**src/rtl/rv_pkg.sv**
```systemverilog
// Shared RV decode definitions: opcode constants, immediate format codes and
// the immediate extraction function used by the decode stage.
package rv_pkg;

    localparam logic [6:0] OPC_LOAD      = 7'b0000011;
    localparam logic [6:0] OPC_MISC_MEM  = 7'b0001111;
    localparam logic [6:0] OPC_OP_IMM    = 7'b0010011;
    localparam logic [6:0] OPC_AUIPC     = 7'b0010111;
    localparam logic [6:0] OPC_OP_IMM_32 = 7'b0011011;
    localparam logic [6:0] OPC_STORE     = 7'b0100011;
    localparam logic [6:0] OPC_OP        = 7'b0110011;
    localparam logic [6:0] OPC_LUI       = 7'b0110111;
    localparam logic [6:0] OPC_OP_32     = 7'b0111011;
    localparam logic [6:0] OPC_BRANCH    = 7'b1100011;
    localparam logic [6:0] OPC_JALR      = 7'b1100111;
    localparam logic [6:0] OPC_JAL       = 7'b1101111;
    localparam logic [6:0] OPC_SYSTEM    = 7'b1110011;

    typedef enum logic [2:0] {
        FMT_NONE = 3'd0,
        FMT_I    = 3'd1,
        FMT_S    = 3'd2,
        FMT_B    = 3'd3,
        FMT_U    = 3'd4,
        FMT_J    = 3'd5,
        FMT_Z    = 3'd6
    } imm_fmt_e;

    typedef struct packed {
        imm_fmt_e    fmt;
        logic        illegal;
        logic [63:0] imm;
    } imm_dec_t;

    // Immediate is built at 64 bits; a 32-bit datapath keeps the low half,
    // which is the same value sign-extended to 32. SYSTEM is always decoded
    // here; the Zicsr gate is applied by the caller.
    function automatic imm_dec_t rv_imm_extract(input logic [31:0] ir,
                                                input logic        xlen_is64);
        imm_dec_t r;
        r.fmt     = FMT_NONE;
        r.illegal = 1'b0;
        r.imm     = '0;
        if (ir[1:0] != 2'b11) begin
            r.illegal = 1'b1;
        end else begin
            case (ir[6:0])
                OPC_LOAD, OPC_OP_IMM, OPC_MISC_MEM, OPC_JALR: r.fmt = FMT_I;
                OPC_OP_IMM_32: begin
                    if (xlen_is64) r.fmt = FMT_I;
                    else           r.illegal = 1'b1;
                end
                OPC_STORE:           r.fmt = FMT_S;
                OPC_BRANCH:          r.fmt = FMT_B;
                OPC_LUI, OPC_AUIPC:  r.fmt = FMT_U;
                OPC_JAL:             r.fmt = FMT_J;
                OPC_OP:              r.fmt = FMT_NONE;
                OPC_OP_32: begin
                    if (!xlen_is64) r.illegal = 1'b1;
                end
                OPC_SYSTEM:          r.fmt = ir[14] ? FMT_Z : FMT_I;
                default:             r.illegal = 1'b1;
            endcase
        end
        case (r.fmt)
            FMT_I:   r.imm = {{52{ir[31]}}, ir[31:20]};
            FMT_S:   r.imm = {{52{ir[31]}}, ir[31:25], ir[11:7]};
            FMT_B:   r.imm = {{51{ir[31]}}, ir[31], ir[7], ir[30:25], ir[11:8], 1'b0};
            FMT_U:   r.imm = {{32{ir[31]}}, ir[31:12], 12'b0};
            FMT_J:   r.imm = {{43{ir[31]}}, ir[31], ir[19:12], ir[20], ir[30:21], 1'b0};
            FMT_Z:   r.imm = {59'b0, ir[19:15]};
            default: r.imm = '0;
        endcase
        return r;
    endfunction

endpackage

```
**src/rtl/rv_skid_buf.sv**
```systemverilog
// Generic 2-entry valid/ready skid buffer. The main register drives the
// output, the skid register absorbs one extra beat while downstream stalls.
module rv_skid_buf #(
    parameter int W = 8
) (
    input  logic         clk,
    input  logic         rst_n,
    input  logic         flush_i,
    input  logic         in_valid_i,
    output logic         in_ready_o,
    input  logic [W-1:0] in_data_i,
    output logic         out_valid_o,
    input  logic         out_ready_i,
    output logic [W-1:0] out_data_o
);

    // Handshake: a beat transfers on a rising edge where valid && ready are
    // both high; a valid source holds its payload until that edge.
    logic         main_valid_q, main_valid_d;
    logic         skid_valid_q, skid_valid_d;
    logic [W-1:0] main_data_q, main_data_d;
    logic [W-1:0] skid_data_q, skid_data_d;
    logic         in_ready_q, in_ready_d;
    logic         accept;
    logic         handoff;

    assign accept  = in_valid_i && in_ready_q;
    assign handoff = main_valid_q && out_ready_i;

    always_comb begin
        main_valid_d = main_valid_q;
        skid_valid_d = skid_valid_q;
        main_data_d  = main_data_q;
        skid_data_d  = skid_data_q;
        if (flush_i) begin
            main_valid_d = 1'b0;
            skid_valid_d = 1'b0;
        end else begin
            if (handoff) begin
                if (skid_valid_q) begin
                    main_data_d  = skid_data_q;
                    main_valid_d = 1'b1;
                    skid_valid_d = 1'b0;
                end else begin
                    main_valid_d = 1'b0;
                end
            end
            // After any handoff shuffle, a new beat lands in the first free slot.
            if (accept) begin
                if (!main_valid_d) begin
                    main_data_d  = in_data_i;
                    main_valid_d = 1'b1;
                end else begin
                    skid_data_d  = in_data_i;
                    skid_valid_d = 1'b1;
                end
            end
        end
        in_ready_d = !skid_valid_d;
    end

    always_ff @(posedge clk or negedge rst_n) begin
        if (!rst_n) begin
            main_valid_q <= 1'b0;
            skid_valid_q <= 1'b0;
            main_data_q  <= '0;
            skid_data_q  <= '0;
            in_ready_q   <= 1'b1;
        end else begin
            main_valid_q <= main_valid_d;
            skid_valid_q <= skid_valid_d;
            main_data_q  <= main_data_d;
            skid_data_q  <= skid_data_d;
            in_ready_q   <= in_ready_d;
        end
    end

    assign in_ready_o  = in_ready_q;
    assign out_valid_o = main_valid_q;
    assign out_data_o  = main_data_q;

endmodule

```
**src/rtl/rv_imm_decode_stage.sv**
```systemverilog
// Registered immediate-decode stage: decodes on the input side, then holds
// {ir, pc, imm, fmt, illegal} in a 2-entry skid buffer toward execute.
module rv_imm_decode_stage
    import rv_pkg::*;
#(
    parameter int XLEN     = 32,
    parameter int ZICSR_EN = 1
) (
    input  logic            clk,
    input  logic            rst_n,
    input  logic            flush,
    input  logic            in_valid,
    output logic            in_ready,
    input  logic [31:0]     in_ir,
    input  logic [XLEN-1:0] in_pc,
    output logic            out_valid,
    input  logic            out_ready,
    output logic [31:0]     out_ir,
    output logic [XLEN-1:0] out_pc,
    output logic [XLEN-1:0] out_imm,
    output logic [2:0]      out_fmt,
    output logic            out_illegal
);

    typedef struct packed {
        logic [31:0]     ir;
        logic [XLEN-1:0] pc;
        logic [XLEN-1:0] imm;
        imm_fmt_e        fmt;
        logic            illegal;
    } entry_t;

    localparam int PW = $bits(entry_t);

    entry_t in_entry;
    entry_t out_entry;

    always_comb begin
        imm_dec_t dec;
        dec = rv_imm_extract(in_ir, XLEN == 64);
        if (ZICSR_EN == 0 && in_ir[6:0] == OPC_SYSTEM) begin
            dec.fmt     = FMT_NONE;
            dec.illegal = 1'b1;
            dec.imm     = '0;
        end
        in_entry.ir      = in_ir;
        in_entry.pc      = in_pc;
        in_entry.imm     = dec.imm[XLEN-1:0];
        in_entry.fmt     = dec.fmt;
        in_entry.illegal = dec.illegal;
    end

    rv_skid_buf #(.W(PW)) u_skid (
        .clk         (clk),
        .rst_n       (rst_n),
        .flush_i     (flush),
        .in_valid_i  (in_valid),
        .in_ready_o  (in_ready),
        .in_data_i   (in_entry),
        .out_valid_o (out_valid),
        .out_ready_i (out_ready),
        .out_data_o  (out_entry)
    );

    assign out_ir      = out_entry.ir;
    assign out_pc      = out_entry.pc;
    assign out_imm     = out_entry.imm;
    assign out_fmt     = out_entry.fmt;
    assign out_illegal = out_entry.illegal;

endmodule

```
**config.mk**
```make
export PLATFORM = sky130hd
export DESIGN_NAME = rv_imm_decode_stage
export DESIGN_NICKNAME = d
export VERILOG_FILES = /design/src/rtl/rv_pkg.sv /design/src/rtl/rv_skid_buf.sv /design/src/rtl/rv_imm_decode_stage.sv
export SDC_FILE = /design/constraint.sdc
export NUM_CORES = 1
export LEC_CHECK = 0
export ABC_CLOCK_PERIOD_IN_PS = 2700
export CORE_ASPECT_RATIO = 0.9
export CORE_MARGIN = 2
export CORE_UTILIZATION = 56
export CTS_CLUSTER_DIAMETER = 80
export CTS_CLUSTER_SIZE = 24
export DETAILED_ROUTE_END_ITERATION = 16
export MAX_ROUTING_LAYER = met4
export PLACE_DENSITY = 0.85
export SYNTH_ARGS = -nofsm -noshare
export SYNTH_HDL_FRONTEND = slang
export SYNTH_SLANG_ARGS = --single-unit
```
**constraint.sdc**
```tcl
create_clock -name clk -period 2.7 [get_ports clk]
set_input_delay 0.405 -clock clk [delete_from_list [all_inputs] [get_ports clk]]
set_output_delay 0.405 -clock clk [all_outputs]
set_load 0.1 [all_outputs]
```
**Yosys cells after proc, flatten, opt, wreduce, memory -nomap -nowiden**

Cells that the tools add are included.

- Flip-flop bits (word level): 203
- Bits of input ports: 69
- Logic and storage cells: 50

- Multiplexer cells: 19
- Equality and inequality tests: 18
- Reduce and logical (&&, ||, !) cells: 7
- Bitwise operators: 1

Operators with widths:

| cell | number |
|---|---|
| 100-bit 2-to-1 mux | 4 |
| 32-bit case mux with 6 select lines | 1 |
| 7-bit equality test, second input constant | 4 |
| 7-bit by 6-bit equality test with 1-bit output, second input constant | 3 |
| 3-bit case mux with 6 select lines | 1 |
| 7-bit by 5-bit equality test with 1-bit output, second input constant | 2 |
| 1-bit 2-to-1 mux | 11 |
| 11-bit OR reduction | 1 |
| 3-bit equality test, second input constant | 3 |
| 7-bit by 2-bit equality test with 1-bit output, second input constant | 1 |
| 7-bit by 4-bit equality test with 1-bit output, second input constant | 1 |
| 3-bit by 2-bit equality test with 1-bit output, second input constant | 2 |
| 3-bit 2-to-1 mux | 2 |
| 4-bit OR reduction | 1 |
| 3-bit by 1-bit equality test with 1-bit output, second input constant | 1 |
| 3-bit AND reduction | 1 |
| 1-bit logical AND | 2 |
| 2-bit != test, second input constant | 1 |
| 2-bit OR reduction | 1 |
| 1-bit logical NOT | 1 |
| 1-bit inverter | 1 |

**Logic depth before layout (Yosys ltp)**

- Depth in word-level cells: 8
- Gate-level depth with buffers: 8

**By module**

Synthesis repeated with hierarchy kept, for this count alone.

- Cells, all modules: 655
- Area, all modules: 8,904.8 µm²

By module, submodules not included:

| module | times used | cells an instance | area an instance (µm²) | sequential area each (µm²) |
|---|---|---|---|---|
| rv_skid_buf | 1 | 561 | 8,293.0 | 5,081.1 |
| rv_imm_decode_stage | 1 | 94 | 611.8 | 0.0 |

**Worst setup path after synthesis**

Ideal clock, no wire load.

- Kind: register to register
- From: register u_skid.main_valid_q, in the netlist u_skid.out_valid_o
- To: register u_skid.main_data_q[15], in the netlist u_skid.out_data_o[15]
- Period minus slack after synthesis: 2.501 ns
- Arrival time: 2.423 ns
- Stages on the path, launching flop included: 8
- Required time: 2.622 ns
- Path buffers: 3
- Slack: 0.199 ns
- Cells stage by stage: dfrtp_1 > clkbuf_1 > nand3_1 > a21oi_1 > clkbuf_1 > clkbuf_1 > o22ai_1 > a21oi_1

- Longest elaborated chain between the ends: 5
- Elaborated cells on any way between the ends: 6

Ends and longest elaborated chain:

| what | RTL line | RTL |
|---|---|---|
| start, declared | rv_skid_buf.sv:19 | `logic main_valid_q, main_valid_d;` |
| start signal, assigned | rv_skid_buf.sv:70 | `main_valid_q <= main_valid_d;` |
| 1-bit logical AND | rv_skid_buf.sv:28 | `assign handoff = main_valid_q && out_ready_i;` |
| 1-bit 2-to-1 mux | rv_skid_buf.sv:39 | `if (handoff) begin` |
| 1-bit 2-to-1 mux | rv_skid_buf.sv:35 | `if (flush_i) begin` |
| 100-bit 2-to-1 mux | rv_skid_buf.sv:50 | `if (!main_valid_d) begin` |
| 100-bit 2-to-1 mux * | rv_skid_buf.sv:49 | `if (accept) begin` |
| end signal, assigned | rv_skid_buf.sv:72 | `main_data_q <= main_data_d;` |
| end, declared | rv_skid_buf.sv:21 | `logic [W-1:0] main_data_q, main_data_d;` |

Every way passes the cells marked *; elsewhere a longest branch is shown, timed or not. The select of a mux whose other input is x is not followed.
A chain may end at the register's enable or synchronous reset.

**Worst setup path in the final report**

- From: input in_ir[3]
- To: register u_skid.main_data_q[35], in the netlist u_skid.out_data_o[35]

- Longest elaborated chain between the ends: 8
- Elaborated cells on any way between the ends: 23

Ends and longest elaborated chain:

| what | RTL line | RTL |
|---|---|---|
| start, declared | rv_imm_decode_stage.sv:14 | `input logic [31:0] in_ir,` |
| 7-bit by 2-bit equality test with 1-bit output (tied with other cells) | rv_pkg.sv:47 | `case (ir[6:0])` |
| 4-bit OR reduction or 2-bit OR reduction (tied branches) | -- |  |
| 3-bit case mux with 6 select lines * | rv_pkg.sv:47 |  |
| 3-bit 2-to-1 mux * | rv_pkg.sv:44 | `if (ir[1:0] != 2'b11) begin` |
| 3-bit equality test (tied with other cells) | rv_pkg.sv:65 | `case (r.fmt)` |
| 32-bit case mux with 6 select lines * | rv_pkg.sv:65 |  |
| 100-bit 2-to-1 mux * | rv_skid_buf.sv:50 |  |
| 100-bit 2-to-1 mux * | rv_skid_buf.sv:49 |  |

Every way passes the cells marked *; elsewhere a longest branch is shown, timed or not.

==> results.py <==
metrics = {
    "die": {
        "die_height_um": 124,
        "dieArea_um2": 17000,
        "coreArea_um2": 15500,
        "die_w_um": 137,
        "io_pins": 171,
        "initial_core_util": 0.576,
        "rows": 43,
    },
    "critical_path": {
        "slowest_stage": "clkdlybuf4s50_1",
        "crit_path_end_kind": "flip-flop",
        "setup.worst_path.start": "in_ir[3]",
        "required_ps": 3070,
        "critPathMaxFanout": 13,
        "r2r-start": "u_skid.in_ready_o$_DFF_PN1_",
        "r2r-end": "u_skid.out_data_o[24]$_DFFE_PN0N_",
        "crit_end": "u_skid.out_data_o[35]$_DFFE_PN0N_",
        "path_class": "in2reg",
        "crit_arrival_ps": 2480,
        "crit_chain": "clkdlybuf4s50_1, nor4bb_1, buf_4, and2_1, a21o_1, a211oi_1, o31ai_1",
        "reg2reg_depth": 6,
        "r2r_slack_ps": 640,
        "max_stage_delay_ps": 570,
        "critPathLaunchType": "input pin",
    },
    "power": {
        "leakagePower_nw": 5.01,
        "peakVddDrop_uv": 575,
        "p_per_area_nw_per_um2": 851,
    },
    "clock_tree": {
        "max-clock-path-buffers": 3,
        "clock_latency_ps": 470,
        "clock_tree.htree_level_count": 1,
        "clk_pin_slew_worst_paths_ps": 100,
        "cts_resized": 0,
        "cts_buffers": 12,
        "cts_tree": "built",
        "cts_root_buffer": "clkbuf_16",
        "cts.sinks": 203,
    },
    "sta": {
        "whs_ps": 298,
        "clock_skew_ps": 19.5,
        "final.setup.tns_ps": 0,
        "worstMarginPinSlew_ps": 927,
        "period_share": 0.784,
        "relSlewSlack": 0.382,
        "min_period_ps": 2120,
        "max_clock_freq_ghz": 0.472,
        "hold_violations": 0,
        "drv_slew": 0,
        "setup_viol": 0,
        "grt_setup_unrepaired": "no",
    },
    "synthesis": {
        "ys_seq_area_frac": 0.567,
        "synth_cell_types": 45,
        "synth_cells": 896,
        "synth_edf_count": 0,
        "ys.flop_type": "dfrtp_1",
        "yosys_warnings": 0,
        "synth_nets": 965,
        "async_flop_share": 1.00,
        "avgSynthCellArea_um2": 10.0,
        "syn_area_um2": 8960,
        "yosys_register_bits": 203,
    },
    "route": {
        "route.detailed.drc": 0,
        "vias_per_cell": 6.19,
        "firstDrtPassIters": 7,
        "routedWlPerCell_um": 19.5,
        "routed_wl_um": 24300,
        "ant_nets": 0,
        "vias": 7726,
        "drt_iter0_markers": 722,
    },
    "global_routing": {
        "gr-total-overflow": 0,
        "antenna_found_initial": 0,
        "grt_max_degree": 79,
        "grt_pass1_vias": 7450,
        "track_usage": 0.295,
        "grt_pass1_wl_um": 38700,
    },
    "placed_design": {
        "gp_congestion": 0.871,
        "dpl.hpwl_um": 16100,
        "port-buffer-count": 170,
    },
    "final_layout": {
        "diodes": 0,
        "areaGrowthSynthToFinish_pct": 24.6,
        "nets": 1112,
        "finish.utilization": 0.718,
        "drive_above_1_share": 0.165,
    },
    "flow_run": {
        "cap_violations": 0,
    },
    "hold_path": {
        "hold_path.class": "in2reg",
    },
    "outcome": {
        "status": "finished, final reports clean",
    },
}
-- Yosys cell counts, types with 2 or more instances --
cell | count | area share
nand2_1 | 207 | 0.087
dfrtp_1 | 202 | 0.56
o22a_1 | 120 | 0.12
clkbuf_1 | 70 | 0.029
a21oi_1 | 51 | 0.028
o22ai_1 | 35 | 0.024
nor2_1 | 27 | 0.011
a31oi_1 | 21 | 0.015
o21ai_0 | 21 | 0.012
nor3_1 | 17 | 0.0095
and3_1 | 13 | 0.0091
inv_1 | 11 | 0.0046
nor2b_1 | 11 | 0.0077
o221ai_1 | 11 | 0.011
or4_1 | 11 | 0.0092
o31ai_1 | 9 | 0.0075
a22oi_1 | 8 | 0.0067
a21o_1 | 4 | 0.0034
a22o_1 | 4 | 0.0039
and2_1 | 4 | 0.0028
buf_2 | 4 | 0.0022
o31ai_2 | 4 | 0.0056
buf_1 | 3 | 0.0013
nand2b_1 | 3 | 0.0021
nand3_1 | 3 | 0.0017
a211oi_1 | 2 | 0.0017
nor4bb_1 | 2 | 0.0022
-- final cells by class --
class	instances	area [µm²]
Fill cell	1141	4380
Tap cell	202	253
Multi-Input combinational cell	603	3570
Timing Repair Buffer	212	1880
Inverter	11	41.3
Clock inverter	1	16.3
Clock buffer	16	337
Sequential cell	203	5080
-- what timing repair did --
item | in CTS | in global routing
endpoints found under the hold margin | 71 | 0
setup buffers | 0 | 0
hold buffers | 1 | 0
-- registers in the layout, indices dropped and copies added, names as in the netlist --
register,count
u_skid.in_ready_o,1
u_skid.out_data_o,100
u_skid.out_valid_o,1
u_skid.skid_data_q,100
u_skid.skid_valid_q,1
-- layout by cell type, fill, tap and decap left out, drive strengths merged, types with 2 or more instances in the layout --
master         instances
and3                  13
o221ai                11
a31oi                 22
a211oi                 2
nor4bb                 2
or4                   11
inv                   11
nand2                207
clkdlybuf4s50         66
nor2                  27
nor2b                 11
a21oi                 52
o22ai                 35
buf                  144
nand2b                 3
o21ai                 21
o31ai                 13
clkbuf                17
a21o                   4
nor3                  19
a22oi                  8
a22o                   4
nand3                  3
o22a                 120
dfrtp                202
and2                   4
-- logic make-up (layout without fill, tap and decap cells) --
logic type | count (synthesis) | count (layout) | synth area share
and+or+nand+nor | 306 | 306 | 0.151
buffers and inverters | 90 | 240 | 0.0392
DFF | 203 | 203 | 0.567
AOI/OAI and AO/OA | 297 | 297 | 0.243
-- metrics by stage --
step           total power [W]  instances  worst slack (ps)  instance area, µm²
2_1_floorplan          0.00670        896               199                8960
4_1_cts                0.00953       1248               592               11200
5_1_grt                0.00987       1248               447               11200
3_3_place_gp           0.00759       1230               168               10800
6_report               0.00950       1248               582               11200
3_5_place_dp           0.00767       1230               110               10800
-- layer usage --
| layer | up-vias | track usage | share of wire |
|---|---|---|---|
| li1 | 3546 | - | - |
| met1 | 3816 | 0.423 | 0.43 |
| met2 | 344 | 0.455 | 0.48 |
| met3 | 20 | 0.0407 | 0.073 |
| met4 | 0 | 0.0651 | 0.013 |
| met5 | - | - | 0 |
-- where the power goes --
| part | switching [W] | internal (W) |
|---|---|---|
| Combinational | 0.00267 | 0.000931 |
| Clock | 0.000994 | 0.000891 |
| Sequential | 0.000370 | 0.00365 |
| Total | 0.00403 | 0.00547 |
-- critical path, delay by kind of cell --
| kind | cells | cell delay (ps) |
|---|---|---|
| buffers and inverters | 2 | 810 |
| AO/OA/AOI/OAI | 3 | 690 |
| AND/OR/NAND/NOR | 2 | 580 |
-- how the worst min path moves through the flow --
stage / start / end / slack (ps) / cells after the start
2_1_floorplan: rst_n / u_skid.out_data_o[0]$_DFFE_PN0N_ / 110 / 0
3_3_place_gp: u_skid.skid_data_q[78]$_DFFE_PN0P_ / u_skid.skid_data_q[78]$_DFFE_PN0P_ / 460 / 2
3_5_place_dp: rst_n / u_skid.out_data_o[80]$_DFFE_PN0N_ / 470 / 1
4_1_cts: flush / u_skid.out_valid_o$_DFF_PN0_ / 280 / 2
5_1_grt: flush / u_skid.out_valid_o$_DFF_PN0_ / 300 / 2
6_report: flush / u_skid.out_valid_o$_DFF_PN0_ / 300 / 2
No activity file was read; power rests on OpenSTA's default activity.
